### src/rtl/output_port_alloc_pkg.sv
// rtl/output_port_alloc_pkg.sv - flit header constants, sizes and per-OVC state type
package output_port_alloc_pkg;

    localparam int FLIT_SIZE  = 16;
    localparam int HEADER_LEN = 2;

    localparam logic [HEADER_LEN-1:0] BODY_FLIT   = 2'b00;
    localparam logic [HEADER_LEN-1:0] HEAD_FLIT   = 2'b01;
    localparam logic [HEADER_LEN-1:0] TAIL_FLIT   = 2'b10;
    localparam logic [HEADER_LEN-1:0] SINGLE_FLIT = 2'b11;

    localparam int VC_SIZE  = 8;
    localparam int MAX_IN   = 8;
    localparam int OWNER_W  = $clog2(MAX_IN);
    localparam int CREDIT_W = $clog2(VC_SIZE + 1);

    typedef struct packed {
        logic                busy;
        logic [OWNER_W-1:0]  owner;
        logic [CREDIT_W-1:0] credits;
    } ovc_state_t;

    // Header sits in the top HEADER_LEN bits of every flit.
    function automatic logic releases_ovc(input logic [FLIT_SIZE-1:0] flit);
        logic [HEADER_LEN-1:0] hdr;
        hdr = flit[FLIT_SIZE-1 -: HEADER_LEN];
        return (hdr == TAIL_FLIT) || (hdr == SINGLE_FLIT);
    endfunction

endpackage

### src/rtl/output_port_alloc_rr_arbiter.sv
// rtl/output_port_alloc_rr_arbiter.sv - round-robin arbiter, search starts at ptr
module rr_arbiter #(
    parameter int N  = 4,
    parameter int IW = (N > 1) ? $clog2(N) : 1
) (
    input  logic [N-1:0]  req,
    input  logic [IW-1:0] ptr,
    output logic [N-1:0]  gnt,
    output logic [IW-1:0] idx,
    output logic          any
);

    always_comb begin
        gnt = '0;
        idx = '0;
        any = 1'b0;
        for (int j = 0; j < N; j++) begin
            int c;
            c = (int'(ptr) + j) % N;
            if (!any && req[c]) begin
                any    = 1'b1;
                gnt[c] = 1'b1;
                idx    = IW'(c);
            end
        end
    end

endmodule

### src/rtl/output_port_alloc.sv
// rtl/output_port_alloc.sv - per-output-port OVC allocator, switch allocator and credit tracker
module output_port_alloc #(
    parameter int NUM_IN  = 5,
    parameter int NUM_OVC = 2,
    parameter int VC_SIZE = output_port_alloc_pkg::VC_SIZE,
    parameter int IN_W    = (NUM_IN > 1) ? $clog2(NUM_IN) : 1,
    parameter int OVC_W   = (NUM_OVC > 1) ? $clog2(NUM_OVC) : 1
) (
    input  logic                                             clk,
    input  logic                                             rst,
    input  logic [NUM_IN-1:0]                                ovc_req,
    output logic [NUM_IN-1:0]                                ovc_grant,
    output logic [OVC_W-1:0]                                 ovc_grant_id,
    input  logic [NUM_IN-1:0]                                flit_valid_in,
    input  logic [NUM_IN*output_port_alloc_pkg::FLIT_SIZE-1:0] flit_in,
    output logic [NUM_IN-1:0]                                credit_ok,
    input  logic [NUM_OVC-1:0]                               credit_ret,
    output logic [output_port_alloc_pkg::FLIT_SIZE-1:0]      flit_out,
    output logic                                             valid_out,
    output logic [OVC_W-1:0]                                 ovc_out,
    output logic [NUM_OVC-1:0]                               ovc_busy,
    output logic                                             credit_err
);
    import output_port_alloc_pkg::*;

    // NUM_IN must not exceed MAX_IN and VC_SIZE must fit in CREDIT_W.
    localparam logic [CREDIT_W-1:0] FULL = CREDIT_W'(VC_SIZE);

    ovc_state_t [NUM_OVC-1:0] ovc_q, ovc_d;
    logic [IN_W-1:0]          optr_q, optr_d;
    logic [IN_W-1:0]          sptr_q, sptr_d;
    logic                     valid_q, valid_d;
    logic [FLIT_SIZE-1:0]     flit_q, flit_d;
    logic [OVC_W-1:0]         ovc_out_q, ovc_out_d;
    logic                     err_q, err_d;

    logic [NUM_IN-1:0]             owns;
    logic [NUM_IN-1:0][OVC_W-1:0]  own_ovc;
    logic                          any_free;
    logic [OVC_W-1:0]              free_id;
    logic [NUM_IN-1:0]             o_req, o_gnt, s_req, s_gnt;
    logic [IN_W-1:0]               o_idx, s_idx;
    logic                          o_any, s_any;
    logic [FLIT_SIZE-1:0]          win_flit;
    logic [OVC_W-1:0]              win_ovc;

    function automatic logic [IN_W-1:0] next_ptr(input logic [IN_W-1:0] idx);
        return (int'(idx) == NUM_IN - 1) ? '0 : idx + 1'b1;
    endfunction

    // Reverse map: which OVC (if any) each input currently owns.
    always_comb begin
        owns    = '0;
        own_ovc = '0;
        for (int k = 0; k < NUM_OVC; k++) begin
            for (int i = 0; i < NUM_IN; i++) begin
                if (ovc_q[k].busy && ovc_q[k].owner == OWNER_W'(i)) begin
                    owns[i]    = 1'b1;
                    own_ovc[i] = OVC_W'(k);
                end
            end
        end
    end

    // Descending scan so the lowest free index is the one left standing.
    always_comb begin
        any_free = 1'b0;
        free_id  = '0;
        for (int k = NUM_OVC - 1; k >= 0; k--) begin
            if (!ovc_q[k].busy) begin
                any_free = 1'b1;
                free_id  = OVC_W'(k);
            end
        end
    end

    always_comb begin
        o_req = ovc_req & ~owns & {NUM_IN{any_free & ~rst}};
        s_req = '0;
        for (int i = 0; i < NUM_IN; i++) begin
            s_req[i] = flit_valid_in[i] & owns[i] & ~rst &
                       (ovc_q[own_ovc[i]].credits != '0);
        end
    end

    rr_arbiter #(.N(NUM_IN), .IW(IN_W)) u_ovc_arb (
        .req (o_req),
        .ptr (optr_q),
        .gnt (o_gnt),
        .idx (o_idx),
        .any (o_any)
    );

    rr_arbiter #(.N(NUM_IN), .IW(IN_W)) u_sw_arb (
        .req (s_req),
        .ptr (sptr_q),
        .gnt (s_gnt),
        .idx (s_idx),
        .any (s_any)
    );

    assign win_flit = flit_in[int'(s_idx)*FLIT_SIZE +: FLIT_SIZE];
    assign win_ovc  = own_ovc[s_idx];

    always_comb begin
        ovc_d     = ovc_q;
        optr_d    = optr_q;
        sptr_d    = sptr_q;
        valid_d   = 1'b0;
        flit_d    = flit_q;
        ovc_out_d = ovc_out_q;
        err_d     = err_q;

        if (o_any) begin
            ovc_d[free_id].busy  = 1'b1;
            ovc_d[free_id].owner = OWNER_W'(o_idx);
            optr_d               = next_ptr(o_idx);
        end

        // A granted OVC is free this cycle, so it never collides with the consumed one.
        for (int k = 0; k < NUM_OVC; k++) begin
            logic consume;
            consume = s_any && (win_ovc == OVC_W'(k));
            if (consume && !credit_ret[k]) begin
                ovc_d[k].credits = ovc_q[k].credits - 1'b1;
            end else if (credit_ret[k] && !consume) begin
                if (ovc_q[k].credits == FULL) begin
                    err_d = 1'b1;
                end else begin
                    ovc_d[k].credits = ovc_q[k].credits + 1'b1;
                end
            end
            if (consume && releases_ovc(win_flit)) begin
                ovc_d[k].busy = 1'b0;
            end
        end

        if (s_any) begin
            valid_d   = 1'b1;
            flit_d    = win_flit;
            ovc_out_d = win_ovc;
            sptr_d    = next_ptr(s_idx);
        end
    end

    always_ff @(posedge clk) begin
        if (rst) begin
            for (int k = 0; k < NUM_OVC; k++) begin
                ovc_q[k].busy    <= 1'b0;
                ovc_q[k].owner   <= '0;
                ovc_q[k].credits <= FULL;
            end
            optr_q    <= '0;
            sptr_q    <= '0;
            valid_q   <= 1'b0;
            flit_q    <= '0;
            ovc_out_q <= '0;
            err_q     <= 1'b0;
        end else begin
            ovc_q     <= ovc_d;
            optr_q    <= optr_d;
            sptr_q    <= sptr_d;
            valid_q   <= valid_d;
            flit_q    <= flit_d;
            ovc_out_q <= ovc_out_d;
            err_q     <= err_d;
        end
    end

    always_comb begin
        for (int k = 0; k < NUM_OVC; k++) begin
            ovc_busy[k] = ovc_q[k].busy;
        end
    end

    assign ovc_grant    = o_gnt;
    assign ovc_grant_id = free_id;
    assign credit_ok    = s_gnt;
    assign flit_out     = flit_q;
    assign valid_out    = valid_q;
    assign ovc_out      = ovc_out_q;
    assign credit_err   = err_q;

endmodule

### config.mk
export PLATFORM = sky130hd
export DESIGN_NAME = output_port_alloc
export DESIGN_NICKNAME = d
export VERILOG_FILES = /design/src/rtl/output_port_alloc_pkg.sv /design/src/rtl/output_port_alloc_rr_arbiter.sv /design/src/rtl/output_port_alloc.sv
export SDC_FILE = /design/constraint.sdc
export NUM_CORES = 1
export LEC_CHECK = 0
export ABC_AREA = 0
export CAP_MARGIN = 40
export CORE_UTILIZATION = 55
export DETAILED_ROUTE_END_ITERATION = 7
export PLACE_DENSITY_LB_ADDON = 0.1
export SLEW_MARGIN = 10
export SYNTH_ARGS = -nofsm -noshare
export SYNTH_HDL_FRONTEND = slang
export SYNTH_HIERARCHICAL = 1
export SYNTH_SLANG_ARGS = --single-unit
### constraint.sdc
create_clock -name clk -period 7.2 [get_ports clk]
set_input_delay 1.44 -clock clk [delete_from_list [all_inputs] [get_ports clk]]
set_output_delay 1.44 -clock clk [all_outputs]
set_load 0.01 [all_outputs]
==> results_dict.tcl, run 1 <==
set metrics [dict create \
    synth.area.top_cells "ha_1 (11%), dfxtp_1 (10%), mux2i_1 (5.7%)" \
    grt_pass1_vias 7701 \
    vias_per_cell 6.36 \
    synth_nets 1200 \
    slew_headroom_pct 39.9 \
    drc_errors 0 \
    antenna_found_initial 0 \
    diodes 0 \
    clk_pin_slew_ns 0.06 \
    rows 43 \
    arrival_ns 6.93 \
    fin_tns_setup_ns 0 \
    fin_crit_sh_pct 93.9 \
    die_h_um 122 \
    synth_top_cell_by_area "ha_1" \
    layout-drive-gt1-share_pct 10.6 \
    fill_cells 1243 \
    hp-class "reg2reg" \
    clock_latency_ns 0.29 \
    yosysUniqueCellTypes 92 \
    postCtsSetupBuffers 0 \
    io_buffers 125 \
    synthSimpleGateAreaFrac_pct 26.6 \
    max_cap_violations 0 \
    worst_pin_slew_ns 0.891 \
    setup_violations 0 \
    min_path_cells 2 \
    synth_top_family_by_area "compound AO/OA/AOI/OAI gates" \
    synth_cells 1034 \
    ys.flop_type "dfxtp_1" \
    htree_levels 2 \
    r2r-start "sptr_q[2]" \
    cts_buffer_depth 2 \
    endpoint_kind "flop" \
    yosys_warnings 6 \
    overflow 0 \
    synth-seq-area-share_pct 10.4 \
    die_w_um 122 \
    hp-start "flit_out[12]" \
    cp-start-kind "flop" \
    hold_violations 0 \
    async_flop_share_pct 0 \
    wl_um 22900 \
    clock_skew_ns 0.00914 \
    dieArea_um2 14800 \
    grt_max_degree 33 \
    area_growth_pct 19.2 \
    ys_ff_latch 41 \
    synth.area.mux_share_pct 11.8 \
    holdPathEnd "flit_out[12]" \
    core_area_um2 13900 \
    antenna_left 0 \
    io_pins 126 \
    crit_type "reg2reg" \
    grt.total_usage_pct 30.4 \
    synth-edff-count 0 \
    fmax_mhz 148 \
    drtIter0Drc 562 \
    critPathMaxFanout 13 \
    rsz0062_at_grt "no" \
    r2r_end "ovc_q[11]" \
    cts.sinks 41 \
    synth_compound_area_share_pct 29.3 \
    syn_area_um2 7900 \
    critPathRequiredTime_ns 7.37 \
    grt_pass1_wl_um 37100 \
    cts_tree "done" \
    nets 1297 \
    place_congestion 0.933 \
    r2r_slack_ns 0.44 \
    cts-root-buf "clkbuf_16" \
    synth_area_per_cell_um2 7.64 \
    vias 8342 \
    cts_buffers 5 \
    ys_top_cells_by_count "a21oi_1 (77), nor2_1 (77), ha_1 (72)" \
    period_needed_ns 6.76 \
    drt-wirelength-per-cell_um 17.5 \
    reg2regPathDepth 23 \
    synthAdderAreaFrac_pct 11.4 \
    first_pass_iters 5 \
    yosys.area_share.xor_xnor_pct 3.45 \
    floorplan.initialDensity_pct 56.7 \
    status "completed" \
    synth_top_cell_area_share_pct 11.4 \
    slew_violations 0 \
    dpl.hpwl_um 17700 \
]
==> layout make-up <==
| class | instances | area, µm² | share of cell area (%) |
|---|---|---|---|
| clock buffers | 5 | 125 | 1.33 |
| clock inverters | 2 | 35.0 | 0.372 |
| inverters | 64 | 240 | 2.55 |
| multi-input cells | 871 | 6550 | 69.6 |
| flip-flops and latches | 41 | 822 | 8.73 |
| well taps | 180 | 225 | 2.39 |
| repair buffers | 148 | 1420 | 15.0 |
==> per-stage QoR <==
step	cells	hold WS (ns)	util (%)	cell area (µm²)	setup WS (ns)
after CTS	1311	0.465	67.4	9390	0.352
after global routing	1311	0.488	67.6	9410	0.00764
after floorplan	1034	0.473	-	7900	0.551
after detailed placement	1304	0.456	66.2	9230	0.417
final	1311	0.464	67.6	9410	0.442
after global placement	1303	0.442	66.2	9230	0.608
==> timing repair <==
action	CTS	global route
hold buffers	0	0
endpoints found under the setup margin	0	7
resized for setup	0	7
==> how the worst max path moves through the flow <==
stage | cells past startpoint | from | endpoint | slack (ns)
2_1_floorplan | 32 | sptr_q[0] | ovc_q[11] | 0.55
3_3_place_gp | 22 | sptr_q[2] | ovc_q[11] | 0.61
3_5_place_dp | 23 | sptr_q[2] | ovc_q[11] | 0.42
4_1_cts | 20 | optr_q[1] | ovc_grant[0] | 0.35
5_1_grt | 27 | sptr_q[0] | ovc_q[11] | 0.008
6_report | 23 | sptr_q[2] | ovc_q[11] | 0.44
==> critical path, cell delays in order (launching register included) <==
cell      delay (ns)
dfxtp_2         0.50
buf_4           0.22
inv_1           0.10
ha_1            0.45
o31ai_1         0.46
xnor2_1         0.21
ha_1            0.31
nand2b_1        0.12
a21oi_1         0.31
xnor2_1         0.22
mux2i_1         0.11
a311oi_1        0.46
nand3b_2        0.25
nor2_4          0.09
a311o_1         0.32
mux2_2          0.35
xor2_1          0.17
nor4_2          0.25
o21a_1          0.31
ha_1            0.40
and4bb_1        0.28
nor2_1          0.27
o21ai_1         0.12
a221o_1         0.35
==> cell families (layout without fill, tap and decap cells) <==
group | count (synthesis) | count (layout)
AND/OR/NAND/NOR | 383 | 383
flip-flops | 41 | 41
multiplexers | 72 | 72
buffers and inverters | 122 | 219
AO/OA/AOI/OAI | 318 | 318
adder cells (fa/ha/maj) | 72 | 72
XOR/XNOR | 26 | 26
==> placed cells by master (no fill, tap or decap), drive strengths merged, types with 14 or more instances in the layout <==
| cell | Yosys | routed |
|---|---|---|
| o211ai | 26 | 26 |
| o21ai | 36 | 36 |
| o22ai | 14 | 14 |
| nor2b | 14 | 14 |
| nand2 | 67 | 67 |
| mux4 | 15 | 15 |
| nand3 | 64 | 64 |
| or2 | 17 | 17 |
| a31oi | 16 | 16 |
| inv | 63 | 63 |
| xnor2 | 22 | 22 |
| a21o | 29 | 29 |
| nor2 | 79 | 79 |
| buf | 35 | 24 |
| ha | 72 | 72 |
| clkdlybuf4s50 | 0 | 124 |
| dfxtp | 41 | 41 |
| nor3 | 40 | 40 |
| a21oi | 83 | 83 |
| mux2i | 45 | 45 |
| or3 | 18 | 18 |
| nand2b | 15 | 15 |
==> sequential cells by signal (all words and copies together), names as in the netlist <==
register	count
credit_err	1
flit_out	16
optr_q	3
ovc_busy	2
ovc_out	1
ovc_q	14
sptr_q	3
valid_out	1
==> per-layer routing <==
layer | up-vias | track usage, % | part of all wire, %
li1 | 4077 | - | -
met1 | 3942 | 40.3 | 45
met2 | 279 | 52.2 | 49
met3 | 44 | 2.39 | 4.2
met4 | 0 | 8.87 | 2.5
met5 | - | 0 | 0
Power of run 1 is left out: the tool's default activity adds up to more than one toggle a clock period on the data nets, which glitch-free logic cannot reach.
==> run 2, diff against run 1 <==
--- a/config.mk
+++ b/config.mk
@@ -7,7 +7,7 @@
 export LEC_CHECK = 0
 export ABC_AREA = 0
 export CAP_MARGIN = 40
-export CORE_UTILIZATION = 55
+export CORE_UTILIZATION = 51
 export DETAILED_ROUTE_END_ITERATION = 7
 export PLACE_DENSITY_LB_ADDON = 0.1
 export SLEW_MARGIN = 10
==> constraint.sdc (replaced) <==
create_clock -name clk -period 6.1 [get_ports clk]
set_input_delay 1.22 -clock clk [delete_from_list [all_inputs] [get_ports clk]]
set_output_delay 1.22 -clock clk [all_outputs]
set_load 0.01 [all_outputs]
==> run 2 against run 1 <==
Clock-buffer cell count is the same. First-iteration DRC count grew 1.6%. Via count grew 0.70%. Worst hold slack lost 0.0013 ns. Flip-flop and latch count is the same. Die area grew 7.7%. Largest cell class unchanged.
==> results_dict.tcl, run 2 (synthesis gave the netlist of run 1 again) <==
set metrics [dict create \
    dpl.hpwl_um 18100 \
    hp-class "reg2reg" \
    cp_slowest_cell "clkdlybuf4s50_1" \
    diodes 0 \
    crit_type "reg2out" \
    cts.sinks 41 \
    hold_buffers 0 \
    die_h_um 126 \
    setup_violations 0 \
    layout_commonest_cell "clkdlybuf4s50_1" \
    overflow 0 \
    critPathMaxFanout 7 \
    grt.total_usage_pct 29.2 \
    fmax_mhz 170 \
    cpMostUsedCell "ha_4" \
    cts_tree "done" \
    drc_errors 0 \
    endpoint_kind "output port" \
    place_congestion 0.956 \
    critPathRequiredTime_ns 4.88 \
    critical_path_buf_inv_count 6 \
    cpPeakStageDelay_ns 0.57 \
    cts_buffer_depth 2 \
    status "completed" \
    area_growth_pct 26.5 \
    floorplan.initialDensity_pct 52.1 \
    htree_levels 2 \
    dieArea_um2 16000 \
    fin_tns_setup_ns 0 \
    antenna_left 0 \
    grt_pass1_wl_um 38500 \
    largest_reg_flops 16 \
    worst_pin_slew_ns 0.703 \
    arrival_ns 4.65 \
    drtIter0Drc 571 \
    cts-root-buf "clkbuf_16" \
    vias 8400 \
    grt_pass1_vias 7735 \
    fill_cells 1323 \
    first_pass_iters 6 \
    rows 45 \
    antenna_found_initial 0 \
    wl_um 23700 \
    slew_violations 0 \
    hold_violations 0 \
    io_buffers 125 \
    regArea_um2 827 \
    critical_path.cell_chain "inv_8 > ha_4 > inv_1 > ha_4 > inv_2 > ha_4 > nor3_4 > nor2_4 > xnor2_2 > inv_2 > ha_2 > and3_1 > a31oi_1 > and3b_2 > buf_6 > mux2_2 > o21a_1 > a22oi_2 > nand3_1 > o211ai_1 > clkdlybuf4s50_1" \
    vias_per_cell 6.17 \
    clock_latency_ns 0.29 \
    fin_crit_sh_pct 96.3 \
    io_pins 126 \
    die_w_um 126 \
    slew_headroom_pct 52.5 \
    period_needed_ns 5.87 \
    final_cell_mix "clkdlybuf4s50_1 (118), a21oi_1 (76), nor2_1 (73)" \
    cts_buffers 5 \
    grt_max_degree 33 \
    core_area_um2 15100 \
    layout-drive-gt1-share_pct 16.4 \
    max_cap_violations 0 \
    drt-wirelength-per-cell_um 17.4 \
    nets 1339 \
    clock_skew_ns 0.00710 \
    cp-start-kind "flop" \
    clk_pin_slew_ns 0.06 \
    multiInputGateArea_um2 6730 \
    cp_top_family "simple AND/OR/NAND/NOR gates" \
]
[run 2: changes by cell type in the layout (fill, tap and decap cells not counted), sizes merged]
cell / delta
bufinv: +1
inv: +1
clkdlybuf4s50: -6
dlymetal6s2s: +6
clkinv: -1
buf: +42
[run 2: worst paths after layout]
kind,slack [ns],cells past startpoint,start,to
worst max-delay path,0.23,21,sptr_q[0],credit_ok[4]
worst min-delay path,0.46,2,flit_out[0],flit_out[0]
worst max register to register,0.28,28,sptr_q[0],ovc_q[11]
worst min register to register,0.46,2,flit_out[0],flit_out[0]
[run 2: worst register-to-register path, delay by kind of cell (launching register included)]
family | cells | cell delay (ns)
muxes | 2 | 0.67
adders and majority gates | 5 | 0.93
AOI/OAI and AO/OA | 7 | 1.36
buffers and inverters | 5 | 0.39
xor gates and xnor gates | 2 | 0.31
DFF | 1 | 0.37
and+or+nand+nor | 7 | 1.66
[run 2: what timing repair did]
item / 4_1_cts / 5_1_grt
resized for setup: 3 / 35
endpoints found under the hold margin: 0 / 0
buffers inserted: 0 / 16
pin swaps: 0 / 12
setup endpoints to repair: 5 / 19
[run 2: layer usage]
metal | wire, µm | track usage, %
met1 | 10500 | 38.5
met2 | 11900 | 51.1
met3 | 944 | 2.70
met4 | 385 | 7.65
met5 | 0 | 0
[run 2: area by class of cell]
cell class / instances / area share (%)
multi-input cells: 871 / 67.4
clock buffers: 5 / 1.25
inverters: 64 / 2.48
well taps: 188 / 2.36
repair buffers: 190 / 17.6
flip-flops and latches: 41 / 8.28
clock inverters: 3 / 0.689
[run 2: metrics by stage]
step                      cell area [µm²]  utilization [%]  setup WS, ns  std cells  hold slack, ns
after global routing                 9990             65.9       -0.0177       1362           0.485
after detailed placement             9540             63.0       0.00814       1338           0.449
after CTS                            9740             64.3        0.0328       1346           0.461
after floorplan                      8030                -       0.00533       1034           0.473
final                                9990             65.9         0.227       1362           0.462
after global placement               9540             63.0         0.137       1338           0.451
Power of run 2 is left out for the same reason.
==> run 3, diff against run 2 <==
--- a/config.mk
+++ b/config.mk
@@ -7,9 +7,11 @@
 export LEC_CHECK = 0
 export ABC_AREA = 0
 export CAP_MARGIN = 40
+export CORE_MARGIN = 2
 export CORE_UTILIZATION = 51
 export DETAILED_ROUTE_END_ITERATION = 7
 export PLACE_DENSITY_LB_ADDON = 0.1
+export SKIP_CTS_REPAIR_TIMING = 1
 export SLEW_MARGIN = 10
 export SYNTH_ARGS = -nofsm -noshare
 export SYNTH_HDL_FRONTEND = slang
==> run 3 against run 2 <==
Clock skew shrank 0.0040 ns. Flip-flop and latch count stayed put. Non-clock buffer count rose by 3. Core utilization is 0.091 points higher. Die area rose by 3.2%. Via count is 0.83% higher. Register-to-register slack better by 0.06 ns.
==> results_dict.tcl, run 3 (synthesis gave the netlist of run 1 again) <==
set metrics [dict create \
    cts_buffer_depth 2 \
    antenna_found_initial 0 \
    critPathRequiredTime_ns 4.88 \
    htree_levels 2 \
    cts.sinks 41 \
    final_util_pct 66.0 \
    slew_headroom_pct 47.6 \
    wl_um 24000 \
    clk_pin_slew_ns 0.06 \
    hold_violations 0 \
    vias 8470 \
    area_growth_pct 26.6 \
    reg2regPathDepth 27 \
    place_congestion 0.902 \
    max_cap_violations 0 \
    grt_max_degree 33 \
    largest_reg_flops 16 \
    multiInputGateArea_um2 6760 \
    die_w_um 128 \
    layout_commonest_cell "clkdlybuf4s50_1" \
    regArea_um2 827 \
    arrival_ns 4.63 \
    cpMostUsedCell "ha_1" \
    die_h_um 128 \
    floorplan.initialDensity_pct 52.1 \
    cp_top_family "compound AO/OA/AOI/OAI gates" \
    critPathMaxFanout 32 \
    vias_per_cell 6.21 \
    status "completed" \
    fin_crit_sh_pct 95.9 \
    cp-start-kind "flop" \
    overflow 0 \
    critical_path.cell_chain "buf_8 > ha_1 > xor2_2 > inv_2 > ha_1 > inv_1 > ha_1 > o311ai_4 > o311ai_2 > a21boi_2 > o211ai_4 > nand3_1 > nor3_2 > a31oi_1 > nand3_1 > clkdlybuf4s50_1" \
    path_depth 16 \
    fin_tns_setup_ns 0 \
    cp_slowest_cell "clkdlybuf4s50_1" \
    cts_buffers 5 \
    clock_latency_ns 0.29 \
    crit_type "reg2out" \
    io_pins 126 \
    drt-wirelength-per-cell_um 17.6 \
    dieArea_um2 16500 \
    worst_pin_slew_ns 0.776 \
    diodes 0 \
    fmax_mhz 171 \
    slew_violations 0 \
    hold_ws_ns 0.454 \
    critical_path_buf_inv_count 4 \
    drtIter0Drc 658 \
    final_cell_mix "clkdlybuf4s50_1 (121), a21oi_1 (76), nor2_1 (73)" \
    clock_skew_ns 0.00314 \
    first_pass_iters 5 \
    cts-root-buf "clkbuf_16" \
    endpoint_kind "output port" \
    grt_pass1_vias 7732 \
    cpPeakStageDelay_ns 0.54 \
    fin_area_um2 10000 \
    fill_cells 1340 \
    hp-class "reg2reg" \
    grt_pass1_wl_um 38100 \
    layout-drive-gt1-share_pct 16.7 \
    antenna_left 0 \
    io_buffers 125 \
    rsz0062_at_grt "yes" \
    setup_violations 0 \
    nets 1342 \
    grt.total_usage_pct 27.7 \
    dpl.hpwl_um 18200 \
    cts_tree "done" \
    drc_errors 0 \
    core_area_um2 15100 \
    placed_cell_area_um2 9570 \
    rows 45 \
    period_needed_ns 5.85 \
    min_path_cells 2 \
]
-- run 3: cell count changes in the layout (fill, tap and decap cells not counted), sizes merged --
| cell | previous run | this run |
|---|---|---|
| buf | 66 | 69 |
| clkdlybuf4s50 | 118 | 121 |
| dlymetal6s2s | 6 | 3 |
| bufinv | 2 | 0 |
| clkinv | 1 | 3 |
-- run 3: cell type report --
cell class | instances | area share [%]
Tap cell | 188 | 2.35
Clock inverter | 3 | 0.163
Clock buffer | 5 | 1.25
Inverter | 64 | 2.48
Sequential cell | 41 | 8.27
Multi-Input combinational cell | 871 | 67.6
Timing Repair Buffer | 193 | 17.9
-- run 3: tightest hold or removal path: stages (launching register included) --
cell and delay, ns:
dfxtp_1 0.31, nand2_1 0.05, a21oi_1 0.05
-- run 3: per-layer routing --
metal / track usage, % / share of wire [%] / up-vias
met4: 6.33 / 1.7 / 0
met2: 47.8 / 49 / 240
met5: 0 / 0 / -
met1: 37.7 / 45 / 4014
met3: 2.54 / 4.4 / 28
li1: - / - / 4188
-- run 3: path summary, 6_finish.rpt --
path,slack [ns],from,end
hold reg to reg,0.45,flit_out[0],flit_out[0]
hold / removal,0.45,flit_out[0],flit_out[0]
setup / recovery,0.25,sptr_q[0],credit_ok[2]
setup reg to reg,0.34,sptr_q[0],ovc_q[11]
-- run 3: stage by stage --
step | std cells | setup slack (ns)
2_1_floorplan | 1034 | 0.00533
3_3_place_gp | 1342 | 0.152
3_5_place_dp | 1342 | 0.0515
4_1_cts | 1350 | -0.00929
5_1_grt | 1365 | -0.0243
6_report | 1365 | 0.251
Power of run 3 is left out for the same reason.
